`src/rtl/key_debouncer_pkg.sv`:
```
// Shared definitions for the key conditioner: repeat FSM encoding, default
// timing derived from the board clock, and counter sizing.
package key_debouncer_pkg;

    typedef enum logic [1:0] {
        RELEASED    = 2'd0,
        HOLD_DELAY  = 2'd1,
        HOLD_REPEAT = 2'd2
    } rpt_state_e;

    localparam int unsigned CLK_FREQ_HZ       = 50_000_000;
    localparam int unsigned DEBOUNCE_DEFAULT  = CLK_FREQ_HZ / 100;   // 10 ms
    localparam int unsigned REP_DELAY_DEFAULT = CLK_FREQ_HZ / 2;     // 500 ms
    localparam int unsigned REP_PERIOD_DEFAULT = CLK_FREQ_HZ / 10;   // 100 ms

    // Width of a counter that must hold 0..n; never narrower than one bit.
    function automatic int cnt_width(input int unsigned n);
        return (n == 0) ? 1 : $clog2(n + 1);
    endfunction

endpackage

```
`src/rtl/key_debounce_ch.sv`:
```
// One key channel: 2-flop synchronizer, debounce counter and auto-repeat FSM.
//
// state       | meaning
// RELEASED    | key up, or repeat disabled; press emits the first repeat pulse
// HOLD_DELAY  | key held, counting the initial delay before repeating
// HOLD_REPEAT | key held, emitting a repeat pulse every REPEAT_PERIOD cycles
module key_debounce_ch
    import key_debouncer_pkg::*;
#(
    parameter int unsigned DEBOUNCE_CYCLES = DEBOUNCE_DEFAULT,
    parameter int unsigned REPEAT_DELAY    = REP_DELAY_DEFAULT,
    parameter int unsigned REPEAT_PERIOD   = REP_PERIOD_DEFAULT
) (
    input  logic clk,
    input  logic reset,
    input  logic key_sw_n,
    output logic key_level,
    output logic key_press,
    output logic key_release,
    output logic key_repeat
);

    localparam int DB_W  = cnt_width(DEBOUNCE_CYCLES);
    localparam int DL_W  = cnt_width(REPEAT_DELAY);
    localparam int PR_W  = cnt_width(REPEAT_PERIOD);
    localparam int RC_W  = (DL_W > PR_W) ? DL_W : PR_W;

    localparam logic [DB_W-1:0] DB_TC = DB_W'(DEBOUNCE_CYCLES - 1);
    localparam logic [RC_W-1:0] DL_TC = RC_W'((REPEAT_DELAY == 0) ? 0 : REPEAT_DELAY - 1);
    localparam logic [RC_W-1:0] PR_TC = RC_W'(REPEAT_PERIOD - 1);

    logic            sync1_q, sync1_d;
    logic            sync2_q, sync2_d;
    logic            sync_k;
    logic [DB_W-1:0] db_cnt_q, db_cnt_d;
    logic            level_q, level_d;
    logic            press_q, press_d;
    logic            release_q, release_d;
    logic            repeat_q, repeat_d;
    logic [RC_W-1:0] rpt_cnt_q, rpt_cnt_d;
    rpt_state_e      state_q, state_d;

    always_comb begin
        sync1_d  = key_sw_n;
        sync2_d  = sync1_q;
        sync_k   = ~sync2_q;

        level_d  = level_q;
        db_cnt_d = '0;
        if (sync_k != level_q) begin
            if (db_cnt_q == DB_TC) begin
                level_d = ~level_q;
            end else begin
                db_cnt_d = db_cnt_q + 1'b1;
            end
        end

        press_d   = level_d & ~level_q;
        release_d = ~level_d & level_q;

        // Release wins over a repeat that would land in the same cycle.
        state_d   = state_q;
        rpt_cnt_d = rpt_cnt_q;
        repeat_d  = 1'b0;
        if (release_d) begin
            state_d   = RELEASED;
            rpt_cnt_d = '0;
        end else begin
            case (state_q)
                RELEASED: begin
                    if (press_d) begin
                        repeat_d  = 1'b1;
                        rpt_cnt_d = '0;
                        if (REPEAT_DELAY != 0) state_d = HOLD_DELAY;
                    end
                end
                HOLD_DELAY: begin
                    if (rpt_cnt_q == DL_TC) begin
                        repeat_d  = 1'b1;
                        rpt_cnt_d = '0;
                        state_d   = HOLD_REPEAT;
                    end else begin
                        rpt_cnt_d = rpt_cnt_q + 1'b1;
                    end
                end
                HOLD_REPEAT: begin
                    if (rpt_cnt_q == PR_TC) begin
                        repeat_d  = 1'b1;
                        rpt_cnt_d = '0;
                    end else begin
                        rpt_cnt_d = rpt_cnt_q + 1'b1;
                    end
                end
                default: begin
                    state_d   = RELEASED;
                    rpt_cnt_d = '0;
                end
            endcase
        end
    end

    always_ff @(posedge clk or posedge reset) begin
        if (reset) begin
            sync1_q   <= 1'b1;
            sync2_q   <= 1'b1;
            db_cnt_q  <= '0;
            level_q   <= 1'b0;
            press_q   <= 1'b0;
            release_q <= 1'b0;
            repeat_q  <= 1'b0;
            rpt_cnt_q <= '0;
            state_q   <= RELEASED;
        end else begin
            sync1_q   <= sync1_d;
            sync2_q   <= sync2_d;
            db_cnt_q  <= db_cnt_d;
            level_q   <= level_d;
            press_q   <= press_d;
            release_q <= release_d;
            repeat_q  <= repeat_d;
            rpt_cnt_q <= rpt_cnt_d;
            state_q   <= state_d;
        end
    end

    assign key_level   = level_q;
    assign key_press   = press_q;
    assign key_release = release_q;
    assign key_repeat  = repeat_q;

endmodule

```
`src/rtl/key_debouncer.sv`:
```
// Multi-key conditioner: N_KEYS independent debounced channels producing
// level, press/release pulses and an auto-repeat pulse stream.
module key_debouncer
    import key_debouncer_pkg::*;
#(
    parameter int unsigned N_KEYS          = 4,
    parameter int unsigned DEBOUNCE_CYCLES = DEBOUNCE_DEFAULT,
    parameter int unsigned REPEAT_DELAY    = REP_DELAY_DEFAULT,
    parameter int unsigned REPEAT_PERIOD   = REP_PERIOD_DEFAULT
) (
    input  logic              clk,
    input  logic              reset,
    input  logic [N_KEYS-1:0] key_sw_n,
    output logic [N_KEYS-1:0] key_level,
    output logic [N_KEYS-1:0] key_press,
    output logic [N_KEYS-1:0] key_release,
    output logic [N_KEYS-1:0] key_repeat
);

    for (genvar i = 0; i < N_KEYS; i++) begin : g_ch
        key_debounce_ch #(
            .DEBOUNCE_CYCLES (DEBOUNCE_CYCLES),
            .REPEAT_DELAY    (REPEAT_DELAY),
            .REPEAT_PERIOD   (REPEAT_PERIOD)
        ) u_ch (
            .clk         (clk),
            .reset       (reset),
            .key_sw_n    (key_sw_n[i]),
            .key_level   (key_level[i]),
            .key_press   (key_press[i]),
            .key_release (key_release[i]),
            .key_repeat  (key_repeat[i])
        );
    end

endmodule

```
`config.mk`:
```
export PLATFORM = sky130hd
export DESIGN_NAME = key_debouncer
export DESIGN_NICKNAME = d
export VERILOG_FILES = /design/src/rtl/key_debouncer_pkg.sv /design/src/rtl/key_debounce_ch.sv /design/src/rtl/key_debouncer.sv
export SDC_FILE = /design/constraint.sdc
export NUM_CORES = 1
export LEC_CHECK = 0
export CAP_MARGIN = 5
export CORE_MARGIN = 1.5
export CORE_UTILIZATION = 55
export CTS_BUF_LIST = sky130_fd_sc_hd__clkbuf_8
export CTS_CLUSTER_SIZE = 30
export DETAILED_ROUTE_END_ITERATION = 12
export GPL_TIMING_DRIVEN = 0
export PLACE_DENSITY = 0.75
export SLEW_MARGIN = 25
export SYNTH_ARGS = -nofsm -noshare
export SYNTH_HDL_FRONTEND = slang
export SYNTH_SLANG_ARGS = --single-unit
```
`constraint.sdc`:
```
create_clock -name clk -period 6.6 [get_ports clk]
set_clock_uncertainty 0.15 [all_clocks]
set_input_delay 0.66 -clock clk [delete_from_list [all_inputs] [get_ports clk]]
set_output_delay 0.66 -clock clk [all_outputs]
set_load 0.02 [all_outputs]
```
==> impl_metrics.py, run 1 <==
metrics = {
    "setup_path": {
        "critPathBufInv": 2,
        "startpoint_type": "register",
        "r2r-start": "g_ch[3].u_ch.db_cnt_q[0]",
        "cp_max_fo": 10,
        "critPathKind": "register to register",
        "path_cells": "ha_1, and4_1, nand4_1, or2_2, clkbuf_1, o21ai_0, nand2_1, buf_2, o311ai_0",
        "cp.arrival_ps": 3400,
        "worstSetupStartpoint": "g_ch[3].u_ch.db_cnt_q[0]",
        "cp.required_ps": 6850,
        "slowest_delay_ps": 610,
        "cp_slowest_cell": "o21ai_0",
        "crit_family": "compound AO/OA/AOI/OAI gates",
        "endpoint_kind": "register",
    },
    "cts": {
        "clk_pin_slew_ps": 60,
        "h-tree-depth": 2,
        "cts-buffers-inserted": 38,
        "cts_tree": "built",
        "post_cts_resized": 0,
        "cts_hold_buf": 0,
        "cts.path.max_buffers": 3,
        "cts_setup_buffers": 0,
        "clk_latency_ps": 530,
        "cts_sinks": 208,
        "clock_tree.root_cell": "clkbuf_8",
    },
    "sta": {
        "relSlewSlack": 0.375,
        "finalSetupViolCount": 0,
        "period_minus_slack_ps": 3150,
        "worst_slew_pin_slew_ps": 928,
        "whs_ps": 203,
        "rsz0062_at_grt": "no",
        "max_freq_mhz": 317,
        "slew_viol_final": 0,
        "min_period_over_period": 0.478,
        "hold_violations": 0,
    },
    "final_layout": {
        "multiInputGateArea_sq_um": 5540,
        "nFillCells": 1686,
        "nNetsFinal": 1308,
        "seqCellArea_sq_um": 5220,
        "drive_gt1_frac": 0.0883,
        "n_antenna_cell": 0,
        "final_cell_count_no_fill": 1573,
        "area_growth_pct": 12.0,
    },
    "floorplan": {
        "dieHeight_um": 146,
        "start_util": 0.558,
        "io_pins": 22,
        "dieWidth_um": 146,
        "die-area_sq_um": 21300,
        "core.rowCount": 52,
        "core_area_sq_um": 20100,
    },
    "place": {
        "post-place-cells": 1504,
        "hpwl_um": 15400,
        "gp_routability_congestion": 0.860,
        "io_buffers": 21,
    },
    "global_route": {
        "antenna_found_initial": 0,
        "grt_start_max_net_pins": 85,
        "grt_pass1_vias": 8779,
        "grt_usage": 0.221,
        "grt-ovfl-total": 0,
        "grt_first_pass_wirelength_um": 40200,
    },
    "synthesis": {
        "synth-simple-area-share": 0.289,
        "synth_xor_area_frac": 0.0609,
        "yosys.area.top_type": "dfrtp_1",
        "synth_top_area_share": 0.446,
        "synth-edff-count": 0,
        "synth_common_cells": "200 x dfrtp_1, 150 x nand2_1, 124 x nand3_1, 124 x nor2_1, 51 x nand4_1",
        "yosysUniqueCellTypes": 61,
        "synth.most_common_cell": "dfrtp_1",
        "synth-main-ff-cell": "dfrtp_1",
        "synthCells": 1211,
        "synth_area_sq_um": 11200,
        "synth_top_cells_by_area": "dfrtp_1 45%, nand3_1 5.5%, nand2_1 5.0%",
        "yosysWarnings": 0,
        "synth_top_family_by_area": "simple AND/OR/NAND/NOR gates",
        "synth_area_per_cell_sq_um": 9.26,
        "ys_ff_latch": 208,
        "synth_nets": 1245,
        "seq_area_frac_synth": 0.465,
        "synthAdderAreaFrac": 0.0312,
        "synth.area.mux_share": 0.00268,
        "synth_compound_area_frac": 0.110,
        "synth_async_sr_flop_share": 1.00,
    },
    "pwr": {
        "ir_drop_v": 0.000146,
        "p_per_area_nw_per_um2": 200,
        "power_leakage_nw": 5.26,
        "finalPower_mw": 2.52,
    },
    "hold_path": {
        "hp-class": "register to register",
        "min_from": "g_ch[0].u_ch.sync1_q",
    },
    "detailed_routing": {
        "viasPerCell": 5.82,
        "drt_iter0_drc": 546,
        "wl_per_cell_um": 14.5,
        "drtPass1Iterations": 5,
        "wl_um": 22800,
        "drcViolationCount": 0,
        "antenna_left": 0,
        "num_vias": 9159,
    },
    "flow_run": {
        "maxCapViolCount": 0,
    },
    "status": {
        "status": "finished, final reports clean",
    },
}
flip-flops by register name, indices dropped and copies added, names as in the netlist:
register               cells
g_ch.u_ch.key_release      4
g_ch.u_ch.key_level        4
g_ch.u_ch.db_cnt_q        76
g_ch.u_ch.state_q          8
g_ch.u_ch.key_repeat       4
g_ch.u_ch.key_press        4
g_ch.u_ch.sync2_q          4
g_ch.u_ch.rpt_cnt_q      100
g_ch.u_ch.sync1_q          4
placed cells by master, fill, tap and decap left out, types with 9 or more instances in the layout:
cell type / netlist / routed
o311ai_1: 18 / 18
ha_1: 28 / 28
dfrtp_1: 200 / 200
a21o_1: 15 / 15
buf_4: 16 / 16
inv_1: 40 / 56
and2_1: 15 / 15
nor2_1: 124 / 124
or2_2: 10 / 10
o311ai_0: 12 / 12
clkdlybuf4s50_1: 0 / 21
nand2_1: 150 / 150
nor3_1: 29 / 29
nand4_1: 51 / 51
nor4_1: 14 / 14
clkbuf_1: 28 / 28
and3_1: 20 / 20
o21ai_0: 33 / 33
nor4b_1: 10 / 10
o21a_1: 9 / 9
clkbuf_8: 0 / 47
and4_1: 21 / 21
nand3_1: 124 / 124
xor2_1: 50 / 50
or3_1: 24 / 24
a21oi_1: 20 / 20
xnor2_1: 28 / 28
per-layer routing:
layer  up-vias  global-route usage  wire length [um]
li1       4488                   -                 -
met5         -                   0                 0
met3        40              0.0361               884
met2       165               0.365             10600
met1      4466               0.303             10900
met4         0              0.0648               436
cell type report:
type,count,area share
clock inverters,22,0.00727
plain buffers,58,0.0245
repair buffers,23,0.0211
multi-input cells,905,0.441
flip-flops and latches,208,0.415
well taps,270,0.0269
clock buffers,47,0.0515
inverters,40,0.0125
through the flow:
step | setup TNS, ps | area (sq um) | utilization | setup WS [ps]
after CTS | 0 | 12600 | 0.625 | 3430
after global placement | -528590 | 11800 | 0.585 | -2640
after detailed placement | 0 | 11800 | 0.588 | 3450
after floorplan | 0 | 11200 | - | 122
final | 0 | 12600 | 0.625 | 3450
after global routing | 0 | 12600 | 0.625 | 3120
final timing paths:
| check | endpoint | slack [ps] | cells after the start |
|---|---|---|---|
| setup / recovery | g_ch[3].u_ch.rpt_cnt_q[13] | 3450 | 9 |
| hold / removal | g_ch[0].u_ch.sync2_q | 200 | 0 |
| setup reg to reg | g_ch[3].u_ch.rpt_cnt_q[13] | 3450 | 9 |
| hold reg to reg | g_ch[0].u_ch.sync2_q | 200 | 0 |
| max in group asynchronous | g_ch[1].u_ch.sync1_q | 5180 | 3 |
| min in group asynchronous | g_ch[0].u_ch.rpt_cnt_q[20] | 390 | 2 |
where the power goes:
part / switching [mW] / total [mW] / leakage, nW / internal [mW]
combinational: 0.0393 / 0.0535 / 1.94 / 0.0142
clock: 0.529 / 1.17 / 0.444 / 0.641
sequential: 0.00758 / 1.29 / 2.87 / 1.29
cell families (layout without fill, tap and decap cells):
| family | after synthesis | count (layout) |
|---|---|---|
| AOI/OAI and AO/OA | 163 | 163 |
| and+or+nand+nor | 633 | 633 |
| DFF | 208 | 208 |
| adders and majority gates | 28 | 28 |
| xor gates and xnor gates | 78 | 78 |
| buffers and inverters | 98 | 190 |
| muxes | 3 | 3 |
No activity file was read; power rests on OpenSTA's default activity.
==> run 2: changes to the inputs <==
==> constraint.sdc (replaced) <==
create_clock -name clk -period 2.8 [get_ports clk]
set_clock_uncertainty 0.15 [all_clocks]
set_input_delay 0.28 -clock clk [delete_from_list [all_inputs] [get_ports clk]]
set_output_delay 0.28 -clock clk [all_outputs]
set_load 0.02 [all_outputs]
==> run 2 against run 1 <==
  * Die area stayed put
  * Power grew to 2.5 times the previous value
  * Sequential share of layout area is 1.7 points lower
  * Combinational power grew to 3.0 times the previous value
  * Non-clock buffer count is 19 higher
  * First-iteration DRC count is 22% higher
  * Critical endpoint is now g_ch[2].u_ch.rpt_cnt_q[3]
  * Via count is 0.81% higher
  * Fmax is 14% higher
  * Core utilization is 2.7 points higher
  * Worst setup slack worse by 3400 ps
  * Cell area is 4.3% higher
==> impl_metrics.py, run 2 (synthesis gave the netlist of run 1 again) <==
metrics = {
    "status": {
        "status": "finished, final reports clean",
    },
    "place": {
        "io_buffers": 21,
        "gp_routability_congestion": 0.842,
        "hpwl_um": 16200,
    },
    "final_layout": {
        "n_antenna_cell": 0,
        "layout_commonest_cell": "dfrtp_1",
        "largest-register": "g_ch.u_ch.rpt_cnt_q",
        "area_growth_pct": 16.8,
        "drive_gt1_frac": 0.130,
        "seqCellArea_sq_um": 5220,
        "reg.largest.list": "g_ch.u_ch.rpt_cnt_q x100, g_ch.u_ch.db_cnt_q x76, g_ch.u_ch.state_q x8",
        "nFillCells": 1602,
        "nNetsFinal": 1327,
        "final_cell_mix": "196 x dfrtp_1, 149 x nand2_1, 123 x nor2_1, 123 x nand3_1, 51 x nand4_1",
        "largest_register_ff_count": 100,
        "multiInputGateArea_sq_um": 5640,
    },
    "sta": {
        "finalSetupViolCount": 0,
        "hold_violations": 0,
        "relSlewSlack": 0.350,
        "setup_tns_ps": 0,
        "min_period_over_period": 0.987,
        "worst_slew_pin_slew_ps": 967,
        "max_freq_mhz": 362,
        "slew_viol_final": 0,
        "period_minus_slack_ps": 2760,
    },
    "detailed_routing": {
        "viasPerCell": 5.80,
        "antenna_left": 0,
        "drcViolationCount": 0,
        "drt_iter0_drc": 664,
        "wl_um": 23900,
        "num_vias": 9233,
        "drtPass1Iterations": 5,
        "wl_per_cell_um": 15.0,
    },
    "flow_run": {
        "maxCapViolCount": 0,
    },
    "cts": {
        "cts.path.max_buffers": 3,
        "cts_sinks": 208,
        "cts_tree": "built",
        "clk_latency_ps": 550,
        "clk_pin_slew_ps": 60,
        "cts-buffers-inserted": 38,
        "clock_tree.root_cell": "clkbuf_8",
        "h-tree-depth": 2,
    },
    "global_route": {
        "grt_pass1_vias": 9011,
        "grt_first_pass_wirelength_um": 41400,
        "grt_usage": 0.230,
        "grt_start_max_net_pins": 29,
        "grt-ovfl-total": 0,
        "antenna_found_initial": 0,
    },
    "floorplan": {
        "core.rowCount": 52,
        "core_area_sq_um": 20100,
        "dieHeight_um": 146,
        "die-area_sq_um": 21300,
        "dieWidth_um": 146,
        "start_util": 0.558,
        "io_pins": 22,
    },
    "pwr": {
        "power.net_switching_mw": 1.40,
        "power.share.clock": 0.494,
        "swShare": 0.220,
        "internal_power_mw": 4.95,
        "p_per_area_nw_per_um2": 484,
        "power_leakage_nw": 5.51,
        "seqPwrFrac": 0.481,
        "ir_drop_v": 0.000436,
        "finalPower_mw": 6.34,
        "comb_power_share": 0.025,
    },
    "setup_path": {
        "r2r_cells": 8,
        "critPathKind": "register to register",
        "cp.required_ps": 3080,
        "startpoint_type": "register",
        "cp_max_fo": 5,
        "r2r_slack_ps": 40,
        "cp.arrival_ps": 3050,
        "endpoint_kind": "register",
    },
    "hold_path": {
        "hold_depth": 1,
        "hp-class": "primary input to register",
    },
}
## run 2: changes by cell type in the layout (fill, tap and decap cells not counted), sizes merged
cell / delta
buf: +19
inv: -6
dlygate4sd3: +4
bufinv: +3
clkbuf: -2
## run 2: critical path, stage by stage (launching register included)
cell and delay, ps:
dfrtp_1 400, or4_1 550, or4_4 550, o21a_1 220, o211ai_1 290, buf_4 180
buf_4 130, nor3b_1 50, a21o_1 150
## run 2: layout make-up
| cell class | count | share of cell area |
|---|---|---|
| Tap cell | 270 | 0.0258 |
| Timing Repair Buffer | 48 | 0.0443 |
| Buffer | 52 | 0.0250 |
| Multi-Input combinational cell | 905 | 0.430 |
| Clock buffer | 49 | 0.0515 |
| Inverter | 40 | 0.0118 |
| Sequential cell | 208 | 0.399 |
| Clock inverter | 19 | 0.0126 |
## run 2: repair_timing
item | 4_1_cts | 5_1_grt
gates cloned | 0 | 1
buffers inserted | 2 | 11
gates resized for setup | 17 | 48
setup endpoints to repair | 95 | 132
pin swaps | 4 | 8
hold endpoints to repair | 18 | 0
hold buffers | 4 | 0
## run 2: final timing paths
path                                       startpoint                   endpoint
max                        g_ch[2].u_ch.rpt_cnt_q[15]  g_ch[2].u_ch.rpt_cnt_q[3]
min                                       key_sw_n[2]       g_ch[2].u_ch.sync1_q
max reg2reg                g_ch[2].u_ch.rpt_cnt_q[15]  g_ch[2].u_ch.rpt_cnt_q[3]
min reg2reg                      g_ch[0].u_ch.sync1_q       g_ch[0].u_ch.sync2_q
max in group asynchronous                       reset   g_ch[2].u_ch.db_cnt_q[5]
min in group asynchronous                       reset     g_ch[0].u_ch.key_level
## run 2: through the flow
| step | utilization | cell area, sq um | instances | setup WS (ps) | hold WS, ps |
|---|---|---|---|---|---|
| 6_report | 0.651 | 13100 | 1591 | 36.8 | 31.3 |
| 5_1_grt | 0.651 | 13100 | 1591 | -46.0 | 12.3 |
| 4_1_cts | 0.643 | 12900 | 1584 | 5.74 | 14.3 |
| 3_5_place_dp | 0.596 | 12000 | 1511 | -395 | 199 |
| 3_3_place_gp | 0.585 | 11800 | 1502 | -1940 | 196 |
| 2_1_floorplan | - | 11200 | 1211 | -324 | 134 |
## run 2: power groups by stage
stage,Combinational (mW),Sequential [mW],Clock [mW]
CTS,0.167,3.05,3.21
floorplan,0.0856,3.10,0
global placement,0.118,3.10,0
detailed placement,0.161,3.10,0
global route,0.183,3.05,3.35
finish,0.159,3.05,3.13
## run 2: per-layer routing
metal / wire length [um] / global-route usage / part of all wire
met2: 11500 / 0.381 / 0.48
met3: 1010 / 0.0389 / 0.042
met4: 414 / 0.0719 / 0.017
met1: 11000 / 0.311 / 0.46
met5: 0 / 0 / 0
